$ cat config.mk
export PLATFORM = sky130hd
export DESIGN_NAME = heap_pq_gen
export DESIGN_NICKNAME = d
export VERILOG_FILES = /design/src/rtl/heap_pq_gen_pkg.sv /design/src/rtl/heap_pq_gen_mem_swsr.sv /design/src/rtl/heap_pq_gen.sv
export SDC_FILE = /design/constraint.sdc
export NUM_CORES = 1
export LEC_CHECK = 0
export ABC_AREA = 1
export CAP_MARGIN = 20
export CORE_ASPECT_RATIO = 1.5
export CORE_UTILIZATION = 50
export DETAILED_ROUTE_END_ITERATION = 16
export HOLD_SLACK_MARGIN = 0.1
export PLACE_DENSITY_LB_ADDON = 0.2
export SYNTH_ARGS = -nofsm -noshare
export SYNTH_HDL_FRONTEND = slang
export SYNTH_SLANG_ARGS = --single-unit
export TNS_END_PERCENT = 50
$ cat constraint.sdc
create_clock -name clk -period 6.39 [get_ports clk]
set_input_delay 0.9585 -clock clk [delete_from_list [all_inputs] [get_ports clk]]
set_output_delay 0.9585 -clock clk [all_outputs]
set_load 0.01 [all_outputs]
$ cat src/rtl/heap_pq_gen_pkg.sv
// Shared types and helpers for the heap priority queue: FSM states, command decode, heap index math.
package heap_pq_gen_pkg;

    typedef enum logic [3:0] {
        IDLE,
        ENQ_WR,
        ENQ_RDP,
        ENQ_CMP,
        ENQ_SWP2,
        DEQ_RDLAST,
        DEQ_WRROOT,
        RPL_WR,
        HP_RDL,
        HP_RDR,
        HP_CMP,
        HP_SWP2
    } hp_state_e;

    typedef enum logic [1:0] {
        CMD_NOP,
        CMD_ENQ,
        CMD_DEQ,
        CMD_RPL
    } hp_cmd_e;

    function automatic logic better_than(input logic [63:0] a, input logic [63:0] b,
                                         input logic min_first);
        return min_first ? (a < b) : (a > b);
    endfunction

    function automatic logic [31:0] idx_mask(input int aw);
        return (32'd1 << aw) - 32'd1;
    endfunction

    function automatic logic [31:0] hp_left(input logic [31:0] i, input int aw);
        return (i << 1) & idx_mask(aw);
    endfunction

    function automatic logic [31:0] hp_right(input logic [31:0] i, input int aw);
        return ((i << 1) | 32'd1) & idx_mask(aw);
    endfunction

    function automatic logic [31:0] hp_parent(input logic [31:0] i, input int aw);
        return (i >> 1) & idx_mask(aw);
    endfunction

    // Enq+deq on an empty queue falls through to a plain insert.
    function automatic hp_cmd_e decode_cmd(input logic enq, input logic deq,
                                           input logic empty, input logic full);
        if (enq && deq && !empty) return CMD_RPL;
        if (enq && !full)         return CMD_ENQ;
        if (deq && !empty)        return CMD_DEQ;
        return CMD_NOP;
    endfunction

endpackage

$ cat src/rtl/heap_pq_gen_mem_swsr.sv
// Single-port RAM with synchronous read: dout reflects the address presented one cycle earlier.
module mem_swsr #(
    parameter int W = 32,
    parameter int D = 16
) (
    input  logic                 clk,
    input  logic                 i_we,
    input  logic [$clog2(D)-1:0] i_addr,
    input  logic [W-1:0]         i_din,
    output logic [W-1:0]         o_dout
);

    logic [W-1:0] r_mem [D];

    always_ff @(posedge clk) begin
        if (i_we) r_mem[i_addr] <= i_din;
        o_dout <= r_mem[i_addr];
    end

endmodule

$ cat src/rtl/heap_pq_gen.sv
// Binary-heap priority queue over one single-port RAM; head held registered on o_kvo_*.
// Optional occupancy statistics (o_count/o_peak) are built when HEAP_PQ_STATS_EN is defined.
//   state      | meaning
//   IDLE       | waiting for a command
//   ENQ_WR     | write new item at size+1, bump size
//   ENQ_RDP    | read parent of current node
//   ENQ_CMP    | child better than parent: move parent down
//   ENQ_SWP2   | write item into parent slot, climb
//   DEQ_RDLAST | read last entry, shrink size
//   DEQ_WRROOT | move last entry to root
//   RPL_WR     | write new item to root
//   HP_RDL     | read left child (or stop at leaf)
//   HP_RDR     | latch left, read right child if present
//   HP_CMP     | pick best child; move it up if better than node
//   HP_SWP2    | write node into child slot, descend
module heap_pq_gen
    import heap_pq_gen_pkg::*;
#(
    parameter int KW        = 16,
    parameter int VW        = 16,
    parameter int DEPTH     = 15,
    parameter bit MIN_FIRST = 1'b1
) (
    input  logic                         clk,
    input  logic                         rst,
    input  logic                         i_enq,
    input  logic                         i_deq,
    input  logic [KW-1:0]                i_kvi_key,
    input  logic [VW-1:0]                i_kvi_val,
    output logic [KW-1:0]                o_kvo_key,
    output logic [VW-1:0]                o_kvo_val,
    output logic                         o_kvo_valid,
    output logic                         o_busy,
    output logic                         o_full,
    output logic                         o_empty
`ifdef HEAP_PQ_STATS_EN
   ,output logic [$clog2(DEPTH+1)-1:0]   o_count,
    output logic [$clog2(DEPTH+1)-1:0]   o_peak
`endif
);

    localparam int CW = $clog2(DEPTH+1);
    localparam int AW = CW + 1;
    localparam logic [AW-1:0] ONE = AW'(1);

    typedef struct packed {
        logic [KW-1:0] key;
        logic [VW-1:0] val;
    } kv_t;

    function automatic logic better(input kv_t a, input kv_t b);
        return better_than(64'(a.key), 64'(b.key), MIN_FIRST);
    endfunction

    hp_state_e       r_state;
    logic [AW-1:0]   r_size;
    logic [AW-1:0]   r_idx;
    logic [AW-1:0]   r_cidx;
    kv_t             r_cur;
    kv_t             r_lkv;
    logic            r_rvalid;
    kv_t             r_head;

    kv_t             w_dout;
    kv_t             w_din;
    logic            w_we;
    logic [AW-1:0]   w_ram_idx;
    logic [CW-1:0]   w_addr;
    logic [AW-1:0]   w_left;
    logic [AW-1:0]   w_right;
    logic [AW-1:0]   w_parent;
    logic            w_empty;
    logic            w_full;
    logic            w_up;
    logic            w_pick_r;
    kv_t             w_child;
    logic [AW-1:0]   w_cidx;
    logic            w_swap;

    assign w_left   = AW'(hp_left(32'(r_idx), AW));
    assign w_right  = AW'(hp_right(32'(r_idx), AW));
    assign w_parent = AW'(hp_parent(32'(r_idx), AW));
    assign w_empty  = (r_size == '0);
    assign w_full   = (r_size == AW'(DEPTH));

    // Sift-up: dout holds the parent. Sift-down: dout holds the right child when r_rvalid.
    assign w_up     = better(r_cur, w_dout);
    assign w_pick_r = r_rvalid && better(w_dout, r_lkv);
    assign w_child  = w_pick_r ? w_dout : r_lkv;
    assign w_cidx   = w_pick_r ? w_right : w_left;
    assign w_swap   = better(w_child, r_cur);

    always_comb begin
        w_we      = 1'b0;
        w_ram_idx = r_idx;
        w_din     = r_cur;
        case (r_state)
            ENQ_WR:     w_we = 1'b1;
            ENQ_RDP:    w_ram_idx = w_parent;
            ENQ_CMP:    if (w_up) begin
                            w_we  = 1'b1;
                            w_din = w_dout;
                        end
            ENQ_SWP2:   begin
                            w_we      = 1'b1;
                            w_ram_idx = w_parent;
                        end
            DEQ_RDLAST: w_ram_idx = r_size;
            DEQ_WRROOT: begin
                            w_we      = 1'b1;
                            w_ram_idx = ONE;
                            w_din     = w_dout;
                        end
            RPL_WR:     begin
                            w_we      = 1'b1;
                            w_ram_idx = ONE;
                        end
            HP_RDL:     w_ram_idx = w_left;
            HP_RDR:     w_ram_idx = w_right;
            HP_CMP:     if (w_swap) begin
                            w_we  = 1'b1;
                            w_din = w_child;
                        end
            HP_SWP2:    begin
                            w_we      = 1'b1;
                            w_ram_idx = r_cidx;
                        end
            default:    ;
        endcase
    end

    assign w_addr = CW'(w_ram_idx);

    mem_swsr #(
        .W (KW + VW),
        .D (DEPTH + 1)
    ) u_mem (
        .clk    (clk),
        .i_we   (w_we),
        .i_addr (w_addr),
        .i_din  (w_din),
        .o_dout (w_dout)
    );

    always_ff @(posedge clk) begin
        if (rst) begin
            r_state  <= IDLE;
            r_size   <= '0;
            r_idx    <= '0;
            r_cidx   <= '0;
            r_cur    <= '0;
            r_lkv    <= '0;
            r_rvalid <= 1'b0;
            r_head   <= '0;
        end else begin
            // Any write landing on the root is mirrored into the head register.
            if (w_we && w_ram_idx == ONE) r_head <= w_din;
            case (r_state)
                IDLE: begin
                    case (decode_cmd(i_enq, i_deq, w_empty, w_full))
                        CMD_ENQ: begin
                            r_cur   <= '{key: i_kvi_key, val: i_kvi_val};
                            r_idx   <= r_size + ONE;
                            r_state <= ENQ_WR;
                        end
                        CMD_DEQ: r_state <= DEQ_RDLAST;
                        CMD_RPL: begin
                            r_cur   <= '{key: i_kvi_key, val: i_kvi_val};
                            r_state <= RPL_WR;
                        end
                        default: ;
                    endcase
                end
                ENQ_WR: begin
                    r_size  <= r_size + ONE;
                    r_state <= (r_idx == ONE) ? IDLE : ENQ_RDP;
                end
                ENQ_RDP:  r_state <= ENQ_CMP;
                ENQ_CMP:  r_state <= w_up ? ENQ_SWP2 : IDLE;
                ENQ_SWP2: begin
                    r_idx   <= w_parent;
                    r_state <= (w_parent == ONE) ? IDLE : ENQ_RDP;
                end
                DEQ_RDLAST: begin
                    r_size  <= r_size - ONE;
                    r_state <= (r_size == ONE) ? IDLE : DEQ_WRROOT;
                end
                DEQ_WRROOT: begin
                    r_cur   <= w_dout;
                    r_idx   <= ONE;
                    r_state <= HP_RDL;
                end
                RPL_WR: begin
                    r_idx   <= ONE;
                    r_state <= HP_RDL;
                end
                HP_RDL: r_state <= (w_left <= r_size) ? HP_RDR : IDLE;
                HP_RDR: begin
                    r_lkv    <= w_dout;
                    r_rvalid <= (w_right <= r_size);
                    r_state  <= HP_CMP;
                end
                HP_CMP: begin
                    if (w_swap) begin
                        r_cidx  <= w_cidx;
                        r_state <= HP_SWP2;
                    end else begin
                        r_state <= IDLE;
                    end
                end
                HP_SWP2: begin
                    r_idx   <= r_cidx;
                    r_state <= HP_RDL;
                end
                default: r_state <= IDLE;
            endcase
        end
    end

    assign o_kvo_key   = r_head.key;
    assign o_kvo_val   = r_head.val;
    assign o_kvo_valid = !w_empty;
    assign o_busy      = (r_state != IDLE);
    assign o_full      = w_full;
    assign o_empty     = w_empty;

`ifdef HEAP_PQ_STATS_EN
    logic [CW-1:0] r_peak;

    // Size only grows in ENQ_WR, so tracking the peak there keeps it in step with count.
    always_ff @(posedge clk) begin
        if (rst) begin
            r_peak <= '0;
        end else if (r_state == ENQ_WR && (r_size + ONE) > {1'b0, r_peak}) begin
            r_peak <= CW'(r_size + ONE);
        end
    end

    assign o_count = r_size[CW-1:0];
    assign o_peak  = r_peak;
`endif

endmodule

# ---- Word-level counts from Yosys, hierarchy flattened
# Memory sizes are Yosys's and may differ from the RTL's. A register that Yosys moved wholly into a read port is not among the register bits.
# Index checks and enable logic that the tools add are counted.
dict set report totals {
  reg_bits 116
  mem_bits_rw 512
  in_bits 36
  output_inout_bits 36
  n_memories 1
}
# memory depth width rd rd_clocked_by_memory_dff wr line
set mem_list {}
lappend mem_list {u_mem.r_mem 16 32 1 1 1 heap_pq_gen_mem_swsr.sv:13} ;# logic [W-1:0] r_mem [D];
dict set report classes {
  addsub 2
  order_cmp 5
  eq_ne 22
  n_mux 44
  n_reduce_logical 22
}
# op n
set op_table {}
lappend op_table {{32-bit 2-to-1 mux} 4}
lappend op_table {{32-bit case mux with 3 select lines} 1}
lappend op_table {{32-bit case mux with 2 select lines} 1}
lappend op_table {{16-bit < comparator} 3}
lappend op_table {{4-bit case mux with 10 select lines} 1}
lappend op_table {{5-bit case mux with 6 select lines} 1}
lappend op_table {{2-bit 2-to-1 mux} 10}
lappend op_table {{5-bit case mux with 4 select lines} 1}
lappend op_table {{1-bit 2-to-1 mux} 17}
lappend op_table {{4-bit by 3-bit equality test with 1-bit output, second input constant} 4}
lappend op_table {{4-bit equality test, second input constant} 4}
lappend op_table {{5-bit by 1-bit equality test with 1-bit output, second input constant} 3}
lappend op_table {{4-bit case mux with 3 select lines} 1}
lappend op_table {{5-bit <= comparator} 2}
lappend op_table {{5-bit case mux with 2 select lines} 1}
lappend op_table {{4-bit by 1-bit equality test with 1-bit output, second input constant} 2}
lappend op_table {{4-bit by 2-bit equality test with 1-bit output, second input constant} 2}
lappend op_table {{4-bit 2-to-1 mux} 2}
lappend op_table {{4-bit nonzero test} 2}
lappend op_table {{1-bit logical AND} 6}
lappend op_table {{3-bit 2-to-1 mux} 2}
lappend op_table {{2-bit AND reduction} 3}
lappend op_table {{2-bit OR reduction} 3}
lappend op_table {{5-bit by 1-bit adder with 5-bit output, second input constant} 1}
lappend op_table {{other kinds (15)} 18}

# ---- Longest topological paths before layout
# Gate-level depths: netlist of the first run.
dict set report logic_depth {
  ltp_word 22
  depth_mapped 29
  mapped_depth_nobuf 26
}

# ---- Hierarchy
# Synthesis of the first run repeated with hierarchy kept, for this count alone.
dict set report unflattened {
  hier_cells 3385
  area_unflattened_um2 30216.5
}
# module n_inst cells_each area_each_um2
set by_module_without_submodules {}
lappend by_module_without_submodules {mem_swsr 1 2113 22213.8}
lappend by_module_without_submodules {heap_pq_gen 1 1272 8002.7}

# ---- Worst setup path after synthesis of the first run
# No wires, ideal clock.
dict set report synth_path {
  kind {register to register}
  from {register r_lkv[31] (netlist name)}
  to {memory u_mem.r_mem[12][0] (enable)}
  t_arrival_ns 4.931
  required_ns 5.969
  slack_ns 1.038
  stages_incl_launch_ff 23
  path_buffers 2
  synth_period_minus_slack_ns 5.352
  cell_sequence {dfxtp_1 > inv_1 > ha_1 > nand2_1 > inv_1 > nand3_1 > a21oi_1 > nor2_1 > nand2_1 > clkbuf_1 > buf_2 > nand2_1 > o21ai_0 > ha_1 > nand2_1 > inv_1 > nand3_1 > a31oi_1 > a2111oi_1 > nand3_2 > nand2_1 > nand2_1 > nor2_1}
}
dict set report synth_via {
  elab_chain_len 8
}
# element line
set synth_rtl {}
lappend synth_rtl {{start, declared} heap_pq_gen.sv:60} ;# kv_t r_lkv;
lappend synth_rtl {{start signal, assigned} heap_pq_gen.sv:199} ;# r_lkv <= w_dout;
lappend synth_rtl {{16-bit < comparator} heap_pq_gen_pkg.sv:28} ;# return min_first ? (a < b) : (a > b);
lappend synth_rtl {{1-bit logical AND} heap_pq_gen.sv:88} ;# assign w_pick_r = r_rvalid && better(w_dout, r_lkv);
lappend synth_rtl {{32-bit 2-to-1 mux *} heap_pq_gen.sv:89} ;# assign w_child = w_pick_r ? w_dout : r_lkv;
lappend synth_rtl {{16-bit < comparator *} heap_pq_gen_pkg.sv:28}
lappend synth_rtl {{1-bit 2-to-1 mux *} heap_pq_gen.sv:120} ;# HP_CMP: if (w_swap) begin
lappend synth_rtl {{1-bit case mux with 3 select lines *} heap_pq_gen.sv:97} ;# case (r_state)
lappend synth_rtl {{1-bit 2-to-1 mux *} heap_pq_gen_mem_swsr.sv:16} ;# if (i_we) r_mem[i_addr] <= i_din;
lappend synth_rtl {{1-bit 2-to-1 mux (not written as such) *} heap_pq_gen_mem_swsr.sv:16}
lappend synth_rtl {{end, declared} heap_pq_gen_mem_swsr.sv:13}
# Every way passes the cells marked *; elsewhere a longest branch is shown, timed or not.

# ---- Worst setup path in the final report of the first run
dict set report layout_path {
  from {register r_lkv[29] (netlist name)}
  to {memory u_mem.r_mem[12][4] (enable)}
}
# Same word-level chain as after synthesis.

==> results.py, run 1 <==
metrics = {
    "run": {
        "drv_cap": 0,
    },
    "logic_synthesis": {
        "syn_inst": 2517,
        "ys_ff_latch": 660,
        "ys_warn_count": 0,
        "synth.distinct_cells": 46,
        "synth_area_um2": 27600,
        "syn_area_per_cell_um2": 11.0,
        "seq_area_frac_synth_pct": 66.4,
        "synth-main-ff-cell": "edfxtp_1",
        "syn-num-nets": 2608,
        "async_flop_share_pct": 0,
        "synth_edf_count": 512,
    },
    "hold_path": {
        "hold_path.class": "flip-flop to flip-flop",
        "hold_path.startpoint": "o_kvo_key[2]$_SDFFE_PP0P_",
        "whs_path_depth": 2,
        "hold-path-endpoint": "o_kvo_key[2]$_SDFFE_PP0P_",
    },
    "floorplanning": {
        "ios": 72,
        "die_h_um": 290,
        "die_w_um": 194,
        "fp.dieArea_um2": 56200,
        "num_rows": 105,
        "fp.coreArea_um2": 54700,
        "start_util_pct": 50.6,
    },
    "sta": {
        "fin_crit_sh_pct": 80.9,
        "max_freq_mhz": 194,
        "final_max_slew_viol_count": 0,
        "tightest_slew_ps": 1080,
        "fin_crit_ps": 5170,
        "finalSetupViolations": 0,
        "hold_viol": 0,
        "setup_tns_ps": 0,
        "skew_ps": 22.4,
        "relSlewSlack_pct": 27.4,
        "rsz0062_at_grt": "no",
    },
    "cts": {
        "cts_hold_buf": 0,
        "cts_buffers": 60,
        "ctsRootBufferMaster": "clkbuf_16",
        "h-tree-depth": 2,
        "clockBufferDepth": 3,
        "postCtsSetupBuffers": 0,
        "cts.clk_slew.worst_paths_ps": 70,
        "ctsResizeCount": 0,
        "insertion_delay_ps": 620,
        "tritoncts": "yes",
        "cts_sinks": 660,
    },
    "cells_and_area": {
        "final_nets": 2653,
        "syn2layout_area_growth_pct": 13.9,
        "postLayoutCoreUtil_pct": 57.6,
        "drive_above_1_share_pct": 8.23,
    },
    "drt": {
        "drcViolationCount": 0,
        "vias": 19925,
        "wl_per_cell_um": 23.2,
        "antenna_left": 0,
        "drt-initial-drc-count": 2132,
        "routed_wl_um": 76700,
        "dr.pass1.iters": 6,
        "vias_per_cell": 6.03,
    },
    "power_and_ir_drop": {
        "max-vdd-ir-drop_v": 0.000544,
        "power_mw": 17.9,
        "powerDensity_nw_per_um2": 567,
        "p_leak_nw": 11.2,
    },
    "setup_path": {
        "critPathCaptureType": "flip-flop",
        "crit_chain": "inv_1, ha_1, nand2_1, inv_1, o21ai_0, nand4_1, nor2_1, nand2_2, o21ai_0, ha_1, nand2_1, inv_1, nand3_1, a31oi_1, a2111oi_2, nand3_2, nand2_1, nand2_1, nor2_4, buf_4",
        "required_ps": 6670,
        "cp-start-kind": "flip-flop",
        "r2r-end": "u_mem.r_mem[12][4]$_DFFE_PP_",
        "crit_fanout": 34,
        "r2r_cells": 20,
        "rr_startpoint": "r_lkv[29]$_SDFFE_PP0P_",
        "cp_common_cell": "nand2_1",
        "cpMaxStageDelayCell": "nor2_4",
        "worst-r2r-setup-slack_ps": 1220,
        "critPathKind": "flip-flop to flip-flop",
        "critPathArrivalTime_ps": 5450,
        "critPathMaxStageDelay_ps": 450,
    },
    "grt": {
        "grt_pass1_wl_um": 118000,
        "grt-ovfl-total": 0,
        "antenna_found_initial": 3,
        "grt.total_usage_pct": 27.2,
        "grt_max_degree": 78,
        "grt_pass1_vias": 19760,
    },
    "placed_design": {
        "io_buffers": 71,
        "dp_hpwl_um": 49000,
        "place_congestion": 0.914,
    },
    "outcome": {
        "status": "finished, final reports clean",
    },
}
-- worst max-delay path: cells and delay by family (launching register included) --
family          cells  cell delay [ps]
flops               1              360
buf+inv             4              540
compound gates      4             1010
fa+ha+maj           2              610
simple gates       10             2310
-- report_power, final --
| part | switching, mW | internal (mW) | total, mW |
|---|---|---|---|
| Clock | 1.60 | 2.13 | 3.73 |
| Sequential | 0.337 | 5.74 | 6.08 |
| Combinational | 5.84 | 2.20 | 8.04 |
| Total | 7.78 | 10.1 | 17.9 |
-- stage by stage --
step | instances | hold WS (ps) | setup WS (ps) | area [um^2]
floorplan | 2517 | 430 | 1040 | 27600
global placement | 3194 | 453 | 1320 | 29400
detailed placement | 3194 | 457 | 1250 | 29400
CTS | 3305 | 467 | 1230 | 31500
global route | 3306 | 481 | 709 | 31500
finish | 3307 | 465 | 1220 | 31500
-- final cells by class --
class	instances	area, um^2
timing repair buffer	132	1350
clock buffer	80	1640
clock inverter	31	395
fill	4490	23200
multi-input combinational	1560	8340
sequential	660	18300
tap	695	870
inverter	148	558
antenna	1	2.50
-- per-layer routing --
metal	part of all wire [%]	up-vias	track usage, %
met3	7.1	177	3.46
met2	49	857	47.2
li1	-	9172	-
met1	40	9719	35.0
met5	0	-	0
met4	3.6	0	10.1
-- synthesized netlist by cell type, types with 2 or more instances --
master     number  area share, %
inv_2          16           0.22
a2111oi_2       2           0.11
xor2_1          3          0.095
nand4_1        51            1.2
a21oi_1       102            1.8
inv_1         131            1.8
a211oi_1        2          0.054
a22oi_1       132            3.6
nor2_1        124            1.7
buf_4           3          0.081
o31ai_1         2          0.054
nor2_4          4           0.16
mux2i_1         6           0.22
nand3_1       378            6.8
nand3_2         2          0.072
o2111ai_1       2          0.063
buf_1          13           0.18
buf_2          38           0.69
a41oi_1         2          0.063
o21ai_0       106            1.9
nand3b_1        6           0.16
ha_1           55            2.5
o211ai_1        2          0.054
o22ai_1        15           0.34
edfxtp_1      512             56
dfxtp_1       148             11
nor3_1          4          0.072
nor2_2          3          0.068
clkbuf_1       95            1.3
a221oi_1        2          0.063
nand2_1       485            6.6
o21ai_1        21           0.38
a31oi_1        37           0.84
-- worst max path at each step --
stage	from	to	slack (ps)	cells after the start
after floorplan	r_lkv[31]$_SDFFE_PP0P_	u_mem.r_mem[12][0]$_DFFE_PP_	1040	22
after global placement	r_lkv[29]$_SDFFE_PP0P_	u_mem.r_mem[12][11]$_DFFE_PP_	1320	20
after detailed placement	r_lkv[21]$_SDFFE_PP0P_	u_mem.r_mem[12][6]$_DFFE_PP_	1250	17
after CTS	r_lkv[21]$_SDFFE_PP0P_	u_mem.r_mem[15][16]$_DFFE_PP_	1230	19
after global routing	r_lkv[29]$_SDFFE_PP0P_	u_mem.r_mem[15][16]$_DFFE_PP_	710	20
final	r_lkv[29]$_SDFFE_PP0P_	u_mem.r_mem[12][4]$_DFFE_PP_	1220	20
-- cells by family (layout without fill, tap and decap cells) --
family / after synthesis / in the layout / share of synthesized area [%]
adder cells (fa/ha/maj): 55 / 55 / 2.49
AO/OA/AOI/OAI: 435 / 435 / 9.65
multiplexers: 6 / 6 / 0.217
AND/OR/NAND/NOR: 1060 / 1060 / 16.9
XOR/XNOR: 4 / 4 / 0.127
flip-flops: 660 / 660 / 66.4
other: 0 / 1 / 0
buffers and inverters: 297 / 391 / 4.25
-- sequential cells by signal, indices dropped and copies added, names as in the netlist --
signal and count:
r_size 5, r_state 4, r_lkv 32, o_kvo_val 16, o_kvo_key 16, r_idx 5, r_cidx 5, r_cur 32
u_mem.o_dout 32, r_rvalid 1, u_mem.r_mem 512
-- cells in the final DEF (no fill, tap or decap), drive strengths merged, types with 70 or more instances in the layout --
cell / instances
nor2: 131
nand3: 380
edfxtp: 512
clkdlybuf4s50: 70
o21ai: 128
nand2: 486
a21oi: 103
inv: 148
clkbuf: 80
a22oi: 132
dfxtp: 148
Note: power is estimated with default switching activity, not from simulation.
==> run 2: changes to the inputs <==
clock period = 4.3 ns   (was 6.39 ns; I/O delays follow)
==> run 2 against run 1 <==
  * Sequential share of layout area is 1.5 points lower
  * Via count is 2.3% higher
  * Count of clock-buffer cells in the layout is 4 lower
  * Power is 50% higher
  * Global-route usage is 0.42 points higher
  * Non-clock buffer count is 55 higher
  * Worst hold slack worse by 5.4 ps
  * Combinational power is 52% higher
==> results.py, run 2 (synthesized netlist as in run 1, its figures left out) <==
metrics = {
    "cts": {
        "cts_buffers": 60,
        "cts_sinks": 660,
        "tritoncts": "yes",
        "cts.clk_slew.worst_paths_ps": 70,
        "ctsRootBufferMaster": "clkbuf_16",
        "clockBufferDepth": 3,
        "cts_hold_buf": 0,
        "insertion_delay_ps": 640,
        "h-tree-depth": 2,
    },
    "grt": {
        "grt-ovfl-total": 0,
        "grt_pass1_vias": 19854,
        "grt_pass1_wl_um": 118000,
        "grt_max_degree": 129,
        "antenna_found_initial": 2,
        "grt.total_usage_pct": 27.7,
    },
    "power_and_ir_drop": {
        "p_int_mw": 15.3,
        "p_leak_nw": 11.6,
        "comb_power_share_pct": 45.8,
        "power_mw": 26.7,
        "max-vdd-ir-drop_v": 0.000984,
        "p_sw_share_pct": 42.8,
        "p_clk_share_pct": 20.3,
        "powerDensity_nw_per_um2": 827,
        "p_switching_mw": 11.4,
        "power_frac_seq_pct": 34.0,
    },
    "setup_path": {
        "worst-r2r-setup-slack_ps": 250,
        "required_ps": 4640,
        "critPathKind": "flip-flop to flip-flop",
        "rr_startpoint": "r_lkv[23]$_SDFFE_PP0P_",
        "r2r-end": "u_mem.r_mem[2][25]$_DFFE_PP_",
        "r2r_cells": 20,
        "critPathArrivalTime_ps": 4400,
        "crit_fanout": 36,
        "critPathCaptureType": "flip-flop",
        "cp-start-kind": "flip-flop",
    },
    "drt": {
        "antenna_left": 0,
        "wl_per_cell_um": 23.5,
        "drcViolationCount": 0,
        "dr.pass1.iters": 6,
        "vias": 20387,
        "vias_per_cell": 6.06,
        "routed_wl_um": 79100,
        "drt-initial-drc-count": 1962,
    },
    "placed_design": {
        "io_buffers": 71,
        "place_area_um2": 30100,
        "place_inst": 3240,
        "place_congestion": 0.887,
        "dp_hpwl_um": 46700,
    },
    "cells_and_area": {
        "layout_common_cells": "edfxtp_1, nand2_1, nand3_1",
        "fin_cells": 3365,
        "postLayoutCoreUtil_pct": 59.1,
        "syn2layout_area_growth_pct": 16.9,
        "final_nets": 2708,
        "drive_above_1_share_pct": 10.5,
        "stdcell_area_um2": 32300,
        "mostFrequentLayoutCell": "edfxtp_1",
        "largest_register_ffs": 512,
        "top_register": "u_mem.r_mem",
    },
    "floorplanning": {
        "num_rows": 105,
        "die_w_um": 194,
        "ios": 72,
        "fp.coreArea_um2": 54700,
        "fp.dieArea_um2": 56200,
        "start_util_pct": 50.6,
        "die_h_um": 290,
    },
    "sta": {
        "tightest_slew_ps": 989,
        "relSlewSlack_pct": 34.0,
        "final_max_slew_viol_count": 0,
        "max_freq_mhz": 247,
        "fin_crit_ps": 4050,
        "skew_ps": 22.2,
        "setup_tns_ps": 0,
        "fin_crit_sh_pct": 94.3,
        "rsz0062_at_grt": "yes",
        "hold_viol": 0,
        "finalSetupViolations": 0,
    },
    "hold_path": {
        "hold-path-endpoint": "r_cidx[4]$_SDFFE_PP0P_",
        "whs_path_depth": 2,
        "hold_path.startpoint": "r_cidx[4]$_SDFFE_PP0P_",
        "hold_path.class": "flip-flop to flip-flop",
    },
    "run": {
        "drv_cap": 0,
    },
    "outcome": {
        "status": "finished, final reports clean",
    },
}
==> run 2: cell count changes in the layout (fill, tap and decap cells not counted), moves of 7 or more <==
cell | before | now
buf_12 | 13 | 41
buf_4 | 47 | 64
buf_6 | 0 | 7
clkinv_1 | 8 | 15
nand2_1 | 483 | 476
==> run 2: per-layer routing <==
| layer | wire (um) | global-route usage, % | up-vias |
|---|---|---|---|
| li1 | - | - | 9296 |
| met1 | 31800 | 35.5 | 9970 |
| met2 | 39000 | 47.5 | 905 |
| met3 | 5470 | 3.80 | 212 |
| met4 | 2860 | 10.6 | 4 |
| met5 | 27 | 0 | - |
==> run 2: worst max path at each step <==
stage                                 from                             to  slack [ps]  depth (start not counted)
finish              r_lkv[23]$_SDFFE_PP0P_   u_mem.r_mem[2][25]$_DFFE_PP_         250                         20
global route        r_lkv[23]$_SDFFE_PP0P_     o_kvo_val[13]$_SDFFE_PP0P_          -5                         26
CTS                 r_lkv[23]$_SDFFE_PP0P_   u_mem.r_mem[9][23]$_DFFE_PP_          30                         17
detailed placement  r_lkv[23]$_SDFFE_PP0P_  u_mem.r_mem[10][19]$_DFFE_PP_          50                         17
global placement    r_lkv[23]$_SDFFE_PP0P_  u_mem.r_mem[10][19]$_DFFE_PP_          40                         20
floorplan           r_lkv[31]$_SDFFE_PP0P_   u_mem.r_mem[12][0]$_DFFE_PP_         120                         22
==> run 2: through the flow <==
step / setup slack [ps] / hold slack, ps
floorplan: 123 / 430
global placement: 41.7 / 451
detailed placement: 54.9 / 452
CTS: 30.5 / 463
global route: -4.89 / 482
finish: 247 / 460
==> run 2: cell type report <==
| type | count | area [um^2] |
|---|---|---|
| fillers | 4453 | 22300 |
| flip-flops and latches | 660 | 18300 |
| multi-input cells | 1560 | 8390 |
| repair buffers | 187 | 2170 |
| clock buffers | 76 | 1600 |
| well taps | 695 | 870 |
| inverters | 148 | 558 |
| clock inverters | 38 | 382 |
| diodes | 1 | 2.50 |
==> run 2: critical path, stage by stage, from the launching register on <==
cell and delay [ps]:
dfxtp_1 370, inv_1 60, ha_1 310, a21oi_1 150, o21a_1 130, nand2_1 120, nand2_2 120, nand2_2 70
buf_12 170, o21ai_0 240, ha_1 280, nand2_1 60, inv_1 60, nand2_1 60, a31oi_1 120, a2111oi_4 370
nand3_2 210, nand2_4 220, nand2_4 120, nor2_4 270, clkbuf_16 250
==> run 2: power by group through the flow <==
stage          Combinational [mW]  Sequential [mW]  Clock, mW
6_report                     12.2             9.08       5.41
5_1_grt                      13.3             9.15       5.71
4_1_cts                      12.0             9.05       5.48
3_5_place_dp                 11.9             9.18          0
3_3_place_gp                 11.9             9.16          0
2_1_floorplan                7.34             9.02          0
==> run 2: timing repair <==
action | in CTS | in global routing
gates resized for setup | 0 | 30
setup endpoints to repair | 0 | 1038
buffers inserted | 0 | 6
